<file path="config.mk">
export PLATFORM = sky130hd
export DESIGN_NAME = sram_port_ctrl
export DESIGN_NICKNAME = d
export VERILOG_FILES = /design/src/rtl/sram_port_ctrl.sv
export SDC_FILE = /design/constraint.sdc
export NUM_CORES = 1
export LEC_CHECK = 0
export ABC_CLOCK_PERIOD_IN_PS = 5850
export BUFFER_PORTS_ARGS = -buffer_cell sky130_fd_sc_hd__buf_2
export CELL_PAD_IN_SITES_DETAIL_PLACEMENT = 1
export CELL_PAD_IN_SITES_GLOBAL_PLACEMENT = 1
export CORE_ASPECT_RATIO = 1.1
export CORE_UTILIZATION = 45
export CTS_BUF_LIST = sky130_fd_sc_hd__clkbuf_4 sky130_fd_sc_hd__clkbuf_8
export DETAILED_ROUTE_END_ITERATION = 10
export PLACE_DENSITY_LB_ADDON = 0.1
export SLEW_MARGIN = 20
export SYNTH_ARGS = -nofsm -noshare
export SYNTH_HDL_FRONTEND = slang
export SYNTH_SLANG_ARGS = --single-unit
</file>
<file path="constraint.sdc">
create_clock -name clock -period 5.85 [get_ports clock]
set_input_delay 0 -clock clock [delete_from_list [all_inputs] [get_ports clock]]
set_output_delay 0 -clock clock [all_outputs]
set_load 0.05 [all_outputs]
</file>
<file path="src/rtl/sram_port_ctrl.sv">
// Single-port SRAM front end: arbitrates a write and a read-request channel onto one array
// port and returns read data through a 2-entry in-order response buffer.
module sram_port_ctrl #(
    parameter int unsigned ADDR_W = 12,
    parameter int unsigned DATA_W = 64
) (
    input  logic              clock,
    input  logic              reset_n,

    input  logic              wr_valid,
    output logic              wr_ready,
    input  logic [ADDR_W-1:0] wr_addr,
    input  logic [DATA_W-1:0] wr_data,

    input  logic              rd_req_valid,
    output logic              rd_req_ready,
    input  logic [ADDR_W-1:0] rd_req_addr,

    output logic              rd_resp_valid,
    input  logic              rd_resp_ready,
    output logic [DATA_W-1:0] rd_resp_data,

    output logic [ADDR_W-1:0] mem_addr,
    output logic              mem_en,
    output logic              mem_wmode,
    output logic [DATA_W-1:0] mem_wdata,
    input  logic [DATA_W-1:0] mem_rdata,

    output logic              busy
);

    logic [1:0]        occ_q, occ_d;
    logic              inflight_q, inflight_d;
    logic              prio_rd_q, prio_rd_d;
    logic              wr_ptr_q, wr_ptr_d;
    logic              rd_ptr_q, rd_ptr_d;
    logic [DATA_W-1:0] buf_q [2];
    logic [DATA_W-1:0] buf_d [2];
    logic [ADDR_W-1:0] addr_q, addr_d;
    logic [DATA_W-1:0] wdata_q, wdata_d;

    logic pop;
    logic eligible;
    logic conflict;
    logic wr_fire;
    logic rd_fire;

    always_comb begin
        rd_resp_valid = (occ_q != 2'd0);
        rd_resp_data  = buf_q[rd_ptr_q];
        pop           = rd_resp_valid && rd_resp_ready;

        // Slots committed = buffered + in flight; a pop this cycle frees one.
        eligible = (({1'b0, occ_q} + {2'b00, inflight_q} - {2'b00, pop}) < 3'd2);
        conflict = wr_valid && rd_req_valid && eligible;

        wr_ready     = reset_n && !(rd_req_valid && eligible && prio_rd_q);
        rd_req_ready = reset_n && eligible && !(wr_valid && !prio_rd_q);

        wr_fire = wr_valid && wr_ready;
        rd_fire = rd_req_valid && rd_req_ready;

        mem_en    = wr_fire || rd_fire;
        mem_wmode = wr_fire;
        if (wr_fire) begin
            mem_addr = wr_addr;
        end else if (rd_fire) begin
            mem_addr = rd_req_addr;
        end else begin
            mem_addr = addr_q;
        end
        mem_wdata = wr_fire ? wr_data : wdata_q;

        busy = inflight_q || (occ_q != 2'd0);
    end

    always_comb begin
        addr_d     = mem_addr;
        wdata_d    = mem_wdata;
        inflight_d = rd_fire;
        prio_rd_d  = conflict ? !prio_rd_q : prio_rd_q;

        buf_d = buf_q;
        if (inflight_q) begin
            buf_d[wr_ptr_q] = mem_rdata;
        end
        wr_ptr_d = wr_ptr_q ^ inflight_q;
        rd_ptr_d = rd_ptr_q ^ pop;
        occ_d    = occ_q + {1'b0, inflight_q} - {1'b0, pop};
    end

    always_ff @(posedge clock or negedge reset_n) begin
        if (!reset_n) begin
            occ_q      <= 2'd0;
            inflight_q <= 1'b0;
            prio_rd_q  <= 1'b0;
            wr_ptr_q   <= 1'b0;
            rd_ptr_q   <= 1'b0;
            buf_q[0]   <= '0;
            buf_q[1]   <= '0;
            addr_q     <= '0;
            wdata_q    <= '0;
        end else begin
            occ_q      <= occ_d;
            inflight_q <= inflight_d;
            prio_rd_q  <= prio_rd_d;
            wr_ptr_q   <= wr_ptr_d;
            rd_ptr_q   <= rd_ptr_d;
            buf_q[0]   <= buf_d[0];
            buf_q[1]   <= buf_d[1];
            addr_q     <= addr_d;
            wdata_q    <= wdata_d;
        end
    end

endmodule
</file>
==> results.toml, run 1 <==
[status]
status = "complete, no violations"

[floorplan]
floorplan.die.width_microns = 136
fp-row-count = 53
coreArea_sq_um = 19200
ios = 303
dieHeight_microns = 149
start_util = 0.461
die-area_sq_um = 20300

[detailed_routing]
via_per_inst = 5.11
wl_per_cell_microns = 22.2
dr_total_vias = 6712
dr.pass1.iters = 4
drtAntennaViolNets = 0
drc = 0
drt_iter0_markers = 216
routed_wl_microns = 29200

[worst_setup_path]
required_ns = 5.85
cp.arrival_ns = 4.54
path_delay_family = "buffers and inverters"
critical_path.max_fanout = 77
critPathKind = "reg -> out"
path_buf_inv = 4
end_kind = "output port"
cp-start-kind = "flop"
cp_cell_sequence = "or2_2 -> and2_1 -> ha_1 -> inv_1 -> ha_1 -> inv_1 -> fa_1 -> xor2_2 -> o211ai_4 -> buf_4 -> mux2_2 -> buf_2"
max_stage_delay_ns = 0.82
critPathSlowestCell = "buf_4"

[clock_tree]
cts_hold_buffers = 156
clk-insertion-delay-late_ns = 0.54
clkTransAtPathRegs_ns = 0.06
cts_buffers = 36
htreeDepth = 2
cts_buffer_depth = 3
tritoncts = "built"
clockRootBuffer = "clkbuf_8"
cts_sinks = 210
cts_resized = 0
cts_setup_buffers = 0

[timing]
grt_setup_unrepaired = "no"
hold_violations = 0
worst-slew-pin-transition_ns = 1.05
setup-tns-final_ns = 0
finClkSkew_ns = 0.0477
final.period_utilization = 0.775
slew_violations = 0
finalSetupViolations = 0
timing.hold.ws_ns = 0.209
fin_ws_ns = 1.31
slew_headroom = 0.301
max_freq_ghz = 0.220
fin_crit_ns = 4.54

[layout]
fillers = 1854
instances_no_fill = 1313
drive_above_1_share = 0.610
final_area_sq_um = 12900
area_growth_pct = 45.9
fin_nets = 1198

[yosys]
yosysSeqAreaShare = 0.592
yosysWarnings = 0
synth.top_cell.area_share = 0.592
synth-seq-cells = 210
ys.flop_type = "dfrtp_1"
synth_cells = 570
syn_area_sq_um = 8870
synth_nets = 732
synth_area_leaders = "dfrtp_1, mux2_2, mux2_4"
yosysMostFrequentCell = "mux2_2"
async_reset_ff_frac = 1.00
yosys-top-cells-count = "mux2_2, dfrtp_1, buf_2, mux2_4, clkbuf_1"
avgSynthCellArea_sq_um = 15.6
yosysUniqueCellTypes = 24
synth_edf_count = 0
synth_largest_area_cell = "dfrtp_1"

[power]
p_clk_frac = 0.177
p_leak_nw = 6.25
sw_frac_of_total = 0.469
power_switching_mw = 3.78
internal_power_mw = 4.27
power_density_nw_per_um2 = 622
ir_drop_uv = 326
seqPwrFrac = 0.296
comb_power_share = 0.526

[flow_run]
cap_violations = 0

[global_route]
antenna_found_initial = 3
overflow = 0
grt_first_pass_wirelength_microns = 44800
grt_pass1_vias = 7964
grt_max_degree = 119
grt_use_total = 0.294

[placement]
gp_congestion = 0.782
dp.cells = 1089
place_area_sq_um = 10600
port_buffers = 302
dp_hpwl_microns = 16400
pre_cts_ws_ns = 1.88

[worst_hold_path]
hp-class = "in -> async"
[final cells by class]
type                    count  area [sq um]  area share
inverters                   9          33.8     0.00261
well taps                 247           309      0.0239
clock inverters             6          33.8     0.00261
flip-flops and latches    210          5260       0.406
repair buffers            464          3130       0.241
diodes                      3          7.51    0.000580
multi-input cells         315          3420       0.264
clock buffers              59           756      0.0584
[routing by layer]
metal | wire length [microns] | vias up | GRT usage
met4 | 979 | 0 | 0.123
met2 | 15600 | 286 | 0.536
met3 | 1930 | 71 | 0.0829
met5 | 0 | - | 0
li1 | - | 2986 | -
met1 | 10700 | 3369 | 0.315
[power groups by stage]
stage / Clock (mW) / Combinational, mW / Sequential [mW]
2_1_floorplan: 0 / 3.22 / 2.24
4_1_cts: 1.44 / 4.15 / 2.36
3_5_place_dp: 0 / 4.00 / 2.37
6_report: 1.43 / 4.24 / 2.38
5_1_grt: 1.52 / 4.42 / 2.46
3_3_place_gp: 0 / 3.91 / 2.31
[state kept, by name, indices dropped and copies added, names as in the netlist]
signal / count
buf_q: 128
occ_q: 2
inflight_q: 1
wdata_q: 64
rd_ptr_q: 1
addr_q: 12
wr_ptr_q: 1
prio_rd_q: 1
[worst register-to-register path: stages (launching register included)]
cell and delay [ns]:
dfrtp_1 0.46, or2_2 0.34, and2_1 0.19, ha_1 0.29
inv_1 0.06, ha_1 0.13, inv_1 0.05, fa_1 0.43
xor2_2 0.31, o211ai_4 0.24, buf_4 0.82, o221a_2 0.43
dlygate4sd3_1 0.60
[per-stage QoR]
step | power, mW | utilization
after CTS | 7.95 | 0.673
final | 8.05 | 0.673
after detailed placement | 6.38 | 0.550
after floorplan | 5.46 | -
after global placement | 6.22 | 0.550
after global routing | 8.40 | 0.673
[cell families after synthesis]
family          share of synthesized area
flops                               0.592
buf+inv                            0.0240
simple gates                      0.00578
mux                                 0.332
compound gates                     0.0331
xor+xnor                          0.00480
fa+ha+maj                         0.00790
[layout by cell type, fill, tap and decap left out]
cell type / n
buf_2: 301
mux2_2: 239
dfrtp_1: 209
dlygate4sd3_1: 156
clkbuf_8: 51
mux2_4: 17
a21oi_1: 13
o21ai_0: 13
o221a_2: 12
inv_1: 9
clkbuf_4: 9
buf_4: 6
clkinv_2: 5
diode_2: 3
nand3_1: 3
xnor2_1: 2
and2_1: 2
ha_1: 2
ha_2: 2
o2111ai_2: 1
xor2_2: 1
o21a_1: 1
o211ai_4: 1
nor3_1: 1
or2_2: 1
xor2_1: 1
or3_1: 1
nor2b_1: 1
fa_1: 1
inv_6: 1
dfrtp_2: 1
[path summary, 6_finish.rpt]
kind	cells after the start	end	slack, ns	from
hold / removal	2	buf_q[4]	0.21	reset_n
min in group clock	4	inflight_q	0.23	rd_req_valid
max in group asynchronous	4	buf_q[85]	3.67	reset_n
hold reg to reg	1	wdata_q[55]	0.50	wdata_q[55]
setup / recovery	12	mem_wdata[43]	1.31	occ_q[1]
setup reg to reg	12	addr_q[2]	1.45	occ_q[1]
Note: power is estimated with default switching activity, not from simulation.
==> run 2, diff against run 1 <==
--- a/config.mk
+++ b/config.mk
@@ -5,12 +5,12 @@
 export SDC_FILE = /design/constraint.sdc
 export NUM_CORES = 1
 export LEC_CHECK = 0
-export ABC_CLOCK_PERIOD_IN_PS = 5850
+export ABC_CLOCK_PERIOD_IN_PS = 3770
 export BUFFER_PORTS_ARGS = -buffer_cell sky130_fd_sc_hd__buf_2
 export CELL_PAD_IN_SITES_DETAIL_PLACEMENT = 1
 export CELL_PAD_IN_SITES_GLOBAL_PLACEMENT = 1
 export CORE_ASPECT_RATIO = 1.1
-export CORE_UTILIZATION = 45
+export CORE_UTILIZATION = 38
 export CTS_BUF_LIST = sky130_fd_sc_hd__clkbuf_4 sky130_fd_sc_hd__clkbuf_8
 export DETAILED_ROUTE_END_ITERATION = 10
 export PLACE_DENSITY_LB_ADDON = 0.1
==> constraint.sdc (replaced) <==
create_clock -name clock -period 3.77 [get_ports clock]
set_input_delay 0 -clock clock [delete_from_list [all_inputs] [get_ports clock]]
set_output_delay 0 -clock clock [all_outputs]
set_load 0.05 [all_outputs]
==> run 2 against run 1 <==
Compared with the run above:
- total power up 58%
- first-iteration DRC count up 6.9%
- utilization down 7.9 points
- global-route usage down 6.2 points
- combinational power up 62%
- clock-buffer cell count up 3
- critical path type unchanged
- largest power group unchanged
- highest routed layer unchanged
==> results.toml, run 2 (synthesized netlist as in run 1, its figures left out) <==
[worst_setup_path]
critPathSlowestCell = "fa_2"
required_ns = 3.77
end_kind = "output port"
cp-startpoint = "occ_q[1]"
critical_path.max_fanout = 5
max_stage_delay_ns = 0.56
setup.worst_path.end = "mem_wdata[14]"
critPathKind = "reg -> out"
path_buf_inv = 6
rrSetupSlack_ns = 0.22
worstReg2RegEnd = "addr_q[11]"
cp-start-kind = "flop"
cp_cell_sequence = "or2_4 -> and2_4 -> ha_1 -> inv_1 -> ha_1 -> inv_1 -> fa_2 -> nand3_4 -> o211ai_4 -> buf_12 -> buf_8 -> clkbuf_16 -> mux2_2 -> buf_6"
cp.arrival_ns = 3.65
worstReg2RegStart = "occ_q[1]"
path_depth = 14
path_delay_family = "adder cells"
reg2reg_depth = 13

[detailed_routing]
dr.pass1.iters = 5
drt_iter0_markers = 231
via_per_inst = 4.91
drtAntennaViolNets = 0
dr_total_vias = 6790
wl_per_cell_microns = 20.8
routed_wl_microns = 28700
drc = 0

[layout]
instances_no_fill = 1382
layout_common_cells = "buf_2, mux2_2, dfrtp_1, dlygate4sd3_1, clkbuf_8"
largest_reg_flops = 128
fin_nets = 1217
top_register = "buf_q"
area_growth_pct = 53.1
final_common_cell = "buf_2"
largest_registers = "buf_q (128), wdata_q (64), addr_q (12)"
drive_above_1_share = 0.619

[clock_tree]
clockRootBuffer = "clkbuf_8"
cts_buffers = 38
clk-insertion-delay-late_ns = 0.53
htreeDepth = 2
cts_sinks = 210
tritoncts = "built"
cts_buffer_depth = 3
clkTransAtPathRegs_ns = 0.07

[global_route]
overflow = 0
antenna_found_initial = 1
grt_first_pass_wirelength_microns = 43000
grt_max_degree = 108
grt_pass1_vias = 7863
grt_use_total = 0.231

[placement]
port_buffers = 302
dp_hpwl_microns = 15900
dp.cells = 1145
gp_congestion = 0.745

[floorplan]
coreArea_sq_um = 22900
floorplan.die.width_microns = 148
ios = 303
die-area_sq_um = 24000
start_util = 0.388
fp-row-count = 58
dieHeight_microns = 162

[timing]
final.period_utilization = 0.968
setup-tns-final_ns = 0
finalSetupViolations = 0
slew_headroom = 0.382
worst-slew-pin-transition_ns = 0.927
max_freq_ghz = 0.274
finClkSkew_ns = 0.0315
fin_crit_ns = 3.65
slew_violations = 0
hold_violations = 0
grt_setup_unrepaired = "no"

[status]
status = "complete, no violations"

[power]
p_clk_frac = 0.172
sw_frac_of_total = 0.457
comb_power_share = 0.537
p_leak_nw = 6.51
power_density_nw_per_um2 = 938
power_switching_mw = 5.82
seqPwrFrac = 0.290
ir_drop_uv = 503
internal_power_mw = 6.91

[flow_run]
cap_violations = 0

[worst_hold_path]
hp-start = "mem_rdata[24]"
hp-class = "in -> reg"
-- run 2: cell types whose count changed in the layout (fill, tap and decap cells not counted), moves of 5 or more --
cell,change
clkbuf_4,+8
buf_12,+6
mux2_2,-5
buf_4,+12
buf_2,-39
buf_6,+26
mux2_4,+5
-- run 2: worst min-delay path by stage --
stage | to | depth (start not counted)
finish | buf_q[24] | 3
floorplan | addr_q[0] | 0
CTS | wdata_q[5] | 3
detailed placement | buf_q[8] | 1
global route | buf_q[25] | 3
global placement | buf_q[8] | 1
-- run 2: layout make-up --
cell class / count / area [sq um]
diodes: 1 / 2.50
flip-flops and latches: 210 / 5260
clock inverters: 4 / 20.0
clock buffers: 62 / 753
well taps: 300 / 375
inverters: 9 / 33.8
repair buffers: 481 / 3680
multi-input cells: 315 / 3460
fillers: 2296 / 9270
-- run 2: metal layers --
metal,global-route usage,part of all wire
met3,0.0629,0.064
met5,0,0
met2,0.414,0.53
met4,0.0843,0.026
met1,0.263,0.38
-- run 2: tightest hold or removal path, delay by kind of cell --
| family | cells | cell delay [ns] |
|---|---|---|
| buf+inv | 2 | 0.62 |
| mux | 1 | 0.13 |
-- run 2: power by group through the flow --
stage / clock network (mW) / registers (mW) / logic (mW)
6_report: 2.19 / 3.70 / 6.85
5_1_grt: 2.35 / 3.82 / 7.16
4_1_cts: 2.25 / 3.68 / 6.68
3_5_place_dp: 0 / 3.71 / 6.20
3_3_place_gp: 0 / 3.63 / 6.11
2_1_floorplan: 0 / 3.47 / 5.00
-- run 2: stage by stage --
stage	setup slack, ns	utilization	hold slack, ns	power, mW	instance area [sq um]
2_1_floorplan	0.246	-	-0.296	8.47	8870
3_3_place_gp	0.429	0.469	0.196	9.74	10700
3_5_place_dp	0.321	0.469	0.204	9.91	10700
4_1_cts	0.00439	0.586	0.225	12.6	13400
5_1_grt	0.00112	0.594	0.258	13.3	13600
6_report	0.122	0.594	0.260	12.7	13600
-- run 2: timing repair --
| item | 4_1_cts | 5_1_grt |
|---|---|---|
| hold buffers | 158 | 0 |
| hold endpoints to repair | 310 | 0 |
| cloned | 3 | 3 |
| setup endpoints to repair | 72 | 76 |
| gates resized for setup | 58 | 34 |
| pin swaps | 1 | 1 |
| setup buffers | 6 | 0 |
